$ cat src/rtl/msg_ring_reader_if.sv
// Byte-stream and ring-RAM read signals shared between msg_ring_reader and its neighbours.
// master = the reader; slave = the RAM/consumer side.
interface msg_ring_reader_if #(
  parameter int DW = 32,
  parameter int AW = 8
);
  logic [AW-1:0] raddr_o;
  logic [DW-1:0] rdata_i;
  logic [7:0]    byte_o;
  logic          byte_valid_o;
  logic          byte_ready_i;
  logic          first_o;
  logic          last_o;

  modport master (
    output raddr_o,
    input  rdata_i,
    output byte_o,
    output byte_valid_o,
    input  byte_ready_i,
    output first_o,
    output last_o
  );

  modport slave (
    input  raddr_o,
    output rdata_i,
    input  byte_o,
    input  byte_valid_o,
    output byte_ready_i,
    input  first_o,
    input  last_o
  );
endinterface

$ cat src/rtl/msg_ring_reader.sv
// Drains length-prefixed messages from a registered-read RAM ring and emits them as a
// little-endian byte stream with valid/ready, first/last markers and bad-header flush.
module msg_ring_reader #(
  parameter int DW = 32,
  parameter int AW = 8,
  parameter int LW = 10
) (
  input  logic          clk,
  input  logic          aresetn,
  input  logic          enable_i,
  input  logic [AW-1:0] wp_i,
  output logic [AW-1:0] rp_o,
  output logic          busy_o,
  output logic          err_o,
  msg_ring_reader_if.master rbus
);

  localparam int BPW = DW / 8;
  localparam int LB  = $clog2(BPW);
  localparam int CW  = ((LW + 1 > AW) ? LW + 1 : AW) + 1;

  typedef enum logic [2:0] {
    S_IDLE,
    S_HDR,
    S_LOAD,
    S_PAYLOAD,
    S_COMMIT,
    S_ERR
  } state_t;

  state_t        r_state;
  state_t        w_next;
  logic [AW-1:0] r_rp;
  logic [AW-1:0] r_addr;
  logic [LW-1:0] r_len;
  logic [LW-1:0] r_idx;
  logic [DW-1:0] r_word;

  logic [AW-1:0] w_occ;
  logic [LW-1:0] w_hdrLen;
  logic [LW:0]   w_lenRound;
  logic [LW:0]   w_hdrNw;
  logic [CW-1:0] w_need;
  logic          w_hdrBad;
  logic [LB-1:0] w_lane;
  logic          w_valid;
  logic          w_accept;
  logic          w_lastByte;
  logic          w_lastLane;

  assign w_occ      = wp_i - r_rp;
  assign w_hdrLen   = rbus.rdata_i[LW-1:0];
  assign w_lenRound = {1'b0, w_hdrLen} + (LW + 1)'(BPW - 1);
  assign w_hdrNw    = w_lenRound >> LB;
  // Header plus payload must already be in the ring, otherwise the header is treated as corrupt.
  assign w_need     = CW'(w_hdrNw) + CW'(1);
  assign w_hdrBad   = (w_hdrLen == '0) || (w_need > CW'(w_occ));

  assign w_lane     = r_idx[LB-1:0];
  assign w_valid    = (r_state == S_PAYLOAD);
  assign w_accept   = w_valid && rbus.byte_ready_i;
  assign w_lastByte = (r_idx == (r_len - LW'(1)));
  assign w_lastLane = &w_lane;

  always_ff @(posedge clk or negedge aresetn) begin
    if (!aresetn) begin
      r_state <= S_IDLE;
    end else begin
      r_state <= w_next;
    end
  end

  always_comb begin
    w_next = r_state;
    case (r_state)
      S_IDLE:    if (enable_i && (w_occ != '0)) w_next = S_HDR;
      S_HDR:     w_next = w_hdrBad ? S_ERR : S_LOAD;
      S_LOAD:    w_next = S_PAYLOAD;
      S_PAYLOAD: begin
        if (w_accept) begin
          if (w_lastByte) begin
            w_next = S_COMMIT;
          end else if (w_lastLane) begin
            w_next = S_LOAD;
          end
        end
      end
      S_COMMIT:  w_next = S_IDLE;
      S_ERR:     w_next = S_IDLE;
      default:   w_next = S_IDLE;
    endcase
  end

  // r_addr starts at rp+1 and steps once per LOAD, so after the last word it is the next header address.
  always_ff @(posedge clk or negedge aresetn) begin
    if (!aresetn) begin
      r_rp   <= '0;
      r_addr <= '0;
      r_len  <= '0;
      r_idx  <= '0;
      r_word <= '0;
    end else begin
      case (r_state)
        S_IDLE:    r_addr <= r_rp + AW'(1);
        S_HDR: begin
          r_len <= w_hdrLen;
          r_idx <= '0;
        end
        S_LOAD: begin
          r_word <= rbus.rdata_i;
          r_addr <= r_addr + AW'(1);
        end
        S_PAYLOAD: if (w_accept) r_idx <= r_idx + LW'(1);
        S_COMMIT:  r_rp <= r_addr;
        S_ERR:     r_rp <= wp_i;
        default:   ;
      endcase
    end
  end

  assign rbus.raddr_o      = (r_state == S_IDLE) ? r_rp : r_addr;
  assign rbus.byte_valid_o = w_valid;
  assign rbus.byte_o       = w_valid ? 8'(r_word >> {w_lane, 3'b000}) : 8'h00;
  assign rbus.first_o      = w_valid && (r_idx == '0);
  assign rbus.last_o       = w_valid && w_lastByte;
  assign rp_o              = r_rp;
  assign busy_o            = (r_state != S_IDLE);
  assign err_o             = (r_state == S_ERR);

endmodule

$ cat src/flat_wrapper.sv
// flat-port wrapper written by rule: the top's interface ports become plain ports
module msg_ring_reader_flat 
#(
  parameter int DW = 32,
  parameter int AW = 8,
  parameter int LW = 10
)
  (clk, aresetn, enable_i, wp_i, rp_o, busy_o, err_o, rbus_raddr_o, rbus_rdata_i, rbus_byte_o, rbus_byte_valid_o, rbus_byte_ready_i, rbus_first_o, rbus_last_o);
  msg_ring_reader_if #(.DW(DW), .AW(AW)) rbus_i ();
  input  logic clk;
  input  logic aresetn;
  input  logic enable_i;
  input  logic [AW-1:0] wp_i;
  output logic [AW-1:0] rp_o;
  output logic busy_o;
  output logic err_o;
  output wire logic [$bits(rbus_i.raddr_o)-1:0] rbus_raddr_o;
  input wire logic [$bits(rbus_i.rdata_i)-1:0] rbus_rdata_i;
  output wire logic [$bits(rbus_i.byte_o)-1:0] rbus_byte_o;
  output wire logic [$bits(rbus_i.byte_valid_o)-1:0] rbus_byte_valid_o;
  input wire logic [$bits(rbus_i.byte_ready_i)-1:0] rbus_byte_ready_i;
  output wire logic [$bits(rbus_i.first_o)-1:0] rbus_first_o;
  output wire logic [$bits(rbus_i.last_o)-1:0] rbus_last_o;
  assign rbus_raddr_o = rbus_i.raddr_o;
  assign rbus_i.rdata_i = rbus_rdata_i;
  assign rbus_byte_o = rbus_i.byte_o;
  assign rbus_byte_valid_o = rbus_i.byte_valid_o;
  assign rbus_i.byte_ready_i = rbus_byte_ready_i;
  assign rbus_first_o = rbus_i.first_o;
  assign rbus_last_o = rbus_i.last_o;
  msg_ring_reader #(.DW(DW), .AW(AW), .LW(LW)) u_core (.clk(clk), .aresetn(aresetn), .enable_i(enable_i), .wp_i(wp_i), .rp_o(rp_o), .busy_o(busy_o), .err_o(err_o), .rbus(rbus_i));
endmodule
$ cat config.mk
export PLATFORM = sky130hd
export DESIGN_NAME = msg_ring_reader_flat
export DESIGN_NICKNAME = d
export VERILOG_FILES = /design/src/rtl/msg_ring_reader_if.sv /design/src/rtl/msg_ring_reader.sv /design/src/flat_wrapper.sv
export SDC_FILE = /design/constraint.sdc
export NUM_CORES = 1
export LEC_CHECK = 0
export ABC_AREA = 1
export BUFFER_PORTS_ARGS = -buffer_cell sky130_fd_sc_hd__clkbuf_2
export CAP_MARGIN = 10
export CORE_MARGIN = 3
export CORE_UTILIZATION = 50
export DETAILED_ROUTE_END_ITERATION = 10
export GPL_TIMING_DRIVEN = 0
export HOLD_SLACK_MARGIN = 0.03
export PLACE_DENSITY = 0.72
export SYNTH_ARGS = -nofsm -noshare
export SYNTH_HDL_FRONTEND = slang
export SYNTH_SLANG_ARGS = --single-unit
$ cat constraint.sdc
create_clock -name clk -period 8 [get_ports clk]
set_clock_uncertainty 0.2 [all_clocks]
set_input_delay 0.4 -clock clk [delete_from_list [all_inputs] [get_ports clk]]
set_output_delay 0.4 -clock clk [all_outputs]
set_load 0.01 [all_outputs]
Word-level counts from Yosys, hierarchy flattened. Cells that the tools add are included. W data, S select, Z words.

Register bits: 71. Latch bits: 0. Bits in writable memories: 0. ROM bits: 0. Word-level logic and storage cells: 52. Memories kept: 0.

$add $sub $neg: 7. $mul: 0. Divide/modulo/power cells: 0. Order comparisons: 1. Eq/ne operators: 9. Shift operators: 1. Multiplexer cells: 12. Bitwise operators: 0. Reductions and logical operators: 16.

Operators by type and width (count): $pmux W8 S2 (2); $shr A32 B5 Y8 (1); $logic_not A10 Y1 (2); $pmux W10 S2 (1); $add A8 B1 Y8 const B (2); $mux W8 (2); $mux W3 (5); $gt A12 B8 Y1 (1); $pmux W3 S4 (1); $add A10 B2 Y11 const B (1); $add A10 B1 Y10 const B (1); $add A9 B1 Y10 const B (1); $eq A10 B10 Y1 (1); $mux W10 (1); $sub A10 B1 Y10 const B (1); $reduce_bool A8 Y1 (1); $sub A8 B8 Y8 (1); $eq A3 B2 Y1 const B (2); $eq A3 B3 Y1 const B (2); $reduce_bool A2 Y1 (3); $logic_and A1 B1 Y1 (4); $reduce_and A2 Y1 (2); $eq A3 B1 Y1 const B (1); $logic_not A3 Y1 (1); other kinds (6) (6).

Logic depth before layout (Yosys ltp).
Word-level depth: 6. Depth in mapped cells: 23. Gate-level depth less buffers: 23.

Worst setup path after synthesis. No wires, ideal clock.

Path kind: in2reg. From: input port rbus_rdata_i[0]. To: register u_core.r_state[0]. Library setup time: 0.118 ns. Data arrival time: 2.802 ns. Slack: 4.880 ns. Stages: 20. Cell sequence: nor2_1 > nor2_1 > nor2_1 > ha_1 > nor3b_1 > inv_1 > nor3_1 > xnor2_1 > inv_1 > ha_1 > nand2_1 > nor2_1 > nand4_1 > nand2_1 > nand2_1 > nor2_1 > nand2_1 > nand2_1 > nand2_1 > a21o_1.

Word-level cells in the longest chain between the ends: 6.

Ends and longest elaborated chain: from (decl) (RTL line flat_wrapper.sv:18) `input wire logic [$bits(rbus_i.rdata_i)-1:0] rbus_rdata_i;`; $add A10 B2 Y11 (RTL line msg_ring_reader.sv:53) `assign w_lenRound = {1'b0, w_hdrLen} + (LW + 1)'(BPW - 1);`; $add A9 B1 Y10 (RTL line msg_ring_reader.sv:56) `assign w_need = CW'(w_hdrNw) + CW'(1);`; $gt A12 B8 Y1 (RTL line msg_ring_reader.sv:57) `assign w_hdrBad = (w_hdrLen == '0) || (w_need > CW'(w_occ));`; $logic_or A1 B1 Y1 * (RTL line msg_ring_reader.sv:57); $mux W3 * (RTL line msg_ring_reader.sv:77) `S_HDR: w_next = w_hdrBad ? S_ERR : S_LOAD;`; $pmux W3 S4 * (RTL line msg_ring_reader.sv:75) `case (r_state)`; to (signal assigned) (RTL line msg_ring_reader.sv:69) `r_state <= w_next;`; to (decl) (RTL line msg_ring_reader.sv:31) `state_t r_state;`.

Every way passes the cells marked *; elsewhere a longest branch is shown, timed or not. A chain may end at the register's enable or synchronous reset.

Worst setup path in the final report. Ends and elaborated chain as after synthesis.

==> run_results.csv <==
group,metric,value,unit
floorplanning,die_width,104,µm
logic_synthesis,yosys.area.top_type,"dfrtp_1",
worst_setup_path,end_kind,"register",
job,maxCapViolations,0,
drt,dr.pass1.iters,5,
layout,area.growth.synth_to_final,18.1,%
layout,most-common-layout-cells,"223 x nand2_1, 77 x inv_1, 72 x nor2_1",
worst_setup_path,r2r-start,"u_core.rp_o[3]",
logic_synthesis,synth-simple-area-share,32.8,%
timing,max_freq,295,MHz
worst_setup_path,cp-start-kind,"primary input",
worst_setup_path,worstPathRequired,8.04,ns
global_routing,grt_max_degree,40,
worst_setup_path,setup.worst_path.start,"rbus_rdata_i[0]",
logic_synthesis,syn-instance-count,694,
worst_setup_path,path_class,"primary input to register",
drt,post_drt_wl_per_cell,13.2,µm
logic_synthesis,synth.area.top_cells,"dfrtp_1 37%, nand2_1 18%, o21ai_0 7.4%",
pwr,finalPower,1.61,mW
layout,diodes,0,
pwr,p_sw,0.711,mW
pwr,power_density,287,nW/µm²
global_routing,overflow,0,
logic_synthesis,syn_area_per_cell,6.86,µm²
floorplanning,ios,73,
floorplanning,die-area,10700,µm²
clock_network,clkSinkCount,71,
timing,tightest_slew,0.567,ns
timing,slew_violations,0,
clock_network,insertion_delay,0.35,ns
clock_network,cts.htree.levels,3,
logic_synthesis,synth_top_area_share,37.3,%
logic_synthesis,synth_seq_area_share,37.3,%
drt,drt_iter0_drc,233,
global_routing,antenna_found_initial,0,
logic_synthesis,netlist_area,4760,µm²
timing,fin_crit,3.40,ns
drt,met2_length,5.91,mm
global_routing,gr-usage-all-layers,23.0,%
clock_network,cts_buffer_depth,2,
floorplanning,fp.dieH,104,µm
timing,setup_ws,4.60,ns
layout,drive_gt1_share,14.2,%
worst_setup_path,worstPathArrival,3.44,ns
pwr,combPwrFrac,48.3,%
logic_synthesis,yosysWarnings,0,
floorplanning,start_util,53.0,%
pwr,clock_power_share,17.8,%
worst_hold_path,min_from,"rbus_rdata_i[25]",
placed_design,preCtsSetupSlack,4.25,ns
logic_synthesis,synth_seq_cells,71,
logic_synthesis,synth_xor_area_share,3.68,%
placed_design,portBuffers,71,
timing,rsz0062_at_grt,"false",
clock_network,cts_tree,"done",
logic_synthesis,ys_types,39,
drt,num_vias,4697,
drt,top_layer,"met4",
status,status,"completed",
layout,fin_nets,855,
pwr,seq_power_share,33.9,%
worst_setup_path,cp_max_fo,4,
pwr,swShare,44.1,%
timing,setup_viol,0,
drt,met3_wirelength,565,µm
logic_synthesis,synth_top_family_by_area,"simple AND/OR/NAND/NOR gates",
clock_network,clock-root-buffer,"clkbuf_8",
layout,final_util,62.6,%
pwr,ir_worst_vdd,0.189,mV
placed_design,gp_congestion,0.822,
timing,relSlewSlack,62.0,%
global_routing,grt_pass1_vias,4498,
logic_synthesis,synth_compound_area_share,12.0,%
floorplanning,core_area,8980,µm²
clock_network,clk_pin_slew_worst_paths,0.08,ns
clock_network,cts_buffers,9,
drt,wirelength,12.2,mm
placed_design,dp_hpwl,9.57,mm
logic_synthesis,ys_async_sr_fraction,100,%
timing,whs,0.0463,ns
pwr,p_int,0.901,mW
logic_synthesis,synth_edf_count,0,
worst_hold_path,hp-class,"primary input to register",
global_routing,grt_pass1_wl,20.6,mm
timing,finalSetupTns,0,ns
logic_synthesis,syn_nets,759,
floorplanning,rows,34,
timing,hold_violations,0,
drt,antenna_left,0,
drt,drc,0,
pwr,p_leak,2.99,nW
logic_synthesis,synthAdderAreaFrac,5.68,%
logic_synthesis,synth_mux_area_share,0,%
drt,vias_per_cell,5.10,
drt,wl_met1,5.59,mm
logic_synthesis,ys.flop_type,"dfrtp_1",
clock_network,cts_setup_buffers,0,
timing,post-route-period-util,42.4,%
layout,final_common_cell,"nand2_1",
state kept, by name (all words and copies together), names as in the netlist:
signal	cells
u_core.r_state	3
u_core.r_idx	10
u_core.r_len	10
u_core.r_word	32
u_core.r_addr	8
u_core.rp_o	8
kinds of logic after synthesis:
kind of cell	Yosys count
xor gates and xnor gates	20
buffers and inverters	106
adders and majority gates	21
and+or+nand+nor	367
DFF	71
AOI/OAI and AO/OA	109
metal layers:
layer	track usage (%)	vias to the layer above
li1	-	2400
met2	40.2	110
met5	0	-
met3	4.85	15
met1	29.5	2172
met4	4.65	0
per-stage QoR:
step | instance area [µm²] | cells
2_1_floorplan | 4760 | 694
3_3_place_gp | 5270 | 891
3_5_place_dp | 5290 | 892
4_1_cts | 5620 | 921
5_1_grt | 5620 | 921
6_report | 5620 | 921
Yosys cell counts (all sizes together) (2+ instances only):
cell type and instances:
nor3 17, ha 20, nand3 28, xor2 16, buf 7, nor4 2, nand2 225, inv 83
nand3b 2, xnor2 4, clkinv 2, dfrtp 71, nor2 74, o21ai 80, a21o 3, clkbuf 14
a21oi 22, nand4 12, or2 4
final cells by class:
type                       count  area, µm²
sequential                    71       1780
inverter                      85        319
timing repair buffer          85        508
multi-input combinational    517       2580
clock buffer                   9        124
fill                         890       3360
buffer                        21       85.1
clock inverter                 7       72.6
tap                          126        158
worst paths after layout:
check	cells past startpoint	slack [ns]	endpoint
max	21	4.60	u_core.r_state[0]
min	3	0.05	u_core.r_word[25]
min in group asynchronous	2	0.35	u_core.r_word[28]
max in group asynchronous	3	6.67	u_core.r_word[5]
min reg2reg	2	0.28	u_core.r_word[26]
max reg2reg	19	4.90	u_core.r_state[0]
power groups by stage:
stage / logic (mW) / registers, mW / clock network, mW
final: 0.779 / 0.547 / 0.286
after global routing: 0.892 / 0.560 / 0.308
after CTS: 0.780 / 0.546 / 0.293
after detailed placement: 0.772 / 0.552 / 0
after global placement: 0.754 / 0.549 / 0
after floorplan: 0.556 / 0.530 / 0
worst max-delay path, cell delays in order:
cell	delay, ns
clkbuf_2	0.12
nor2_1	0.28
nor2_1	0.13
nor2_1	0.25
ha_1	0.24
nor3b_1	0.31
inv_1	0.10
nor3_1	0.18
xnor2_1	0.14
inv_1	0.06
ha_1	0.28
nand2_1	0.07
nor2_1	0.14
nand4_1	0.10
nand2_1	0.09
nand2_1	0.05
nor2_1	0.12
nand2_1	0.07
nand2_1	0.08
nand2_1	0.06
a21o_1	0.18
what timing repair did:
item                      4_1_cts  5_1_grt
hold endpoints to repair       44        0
hold buffers                   13        0
gates resized for setup         0        0
Note: power is estimated with default switching activity, not from simulation.
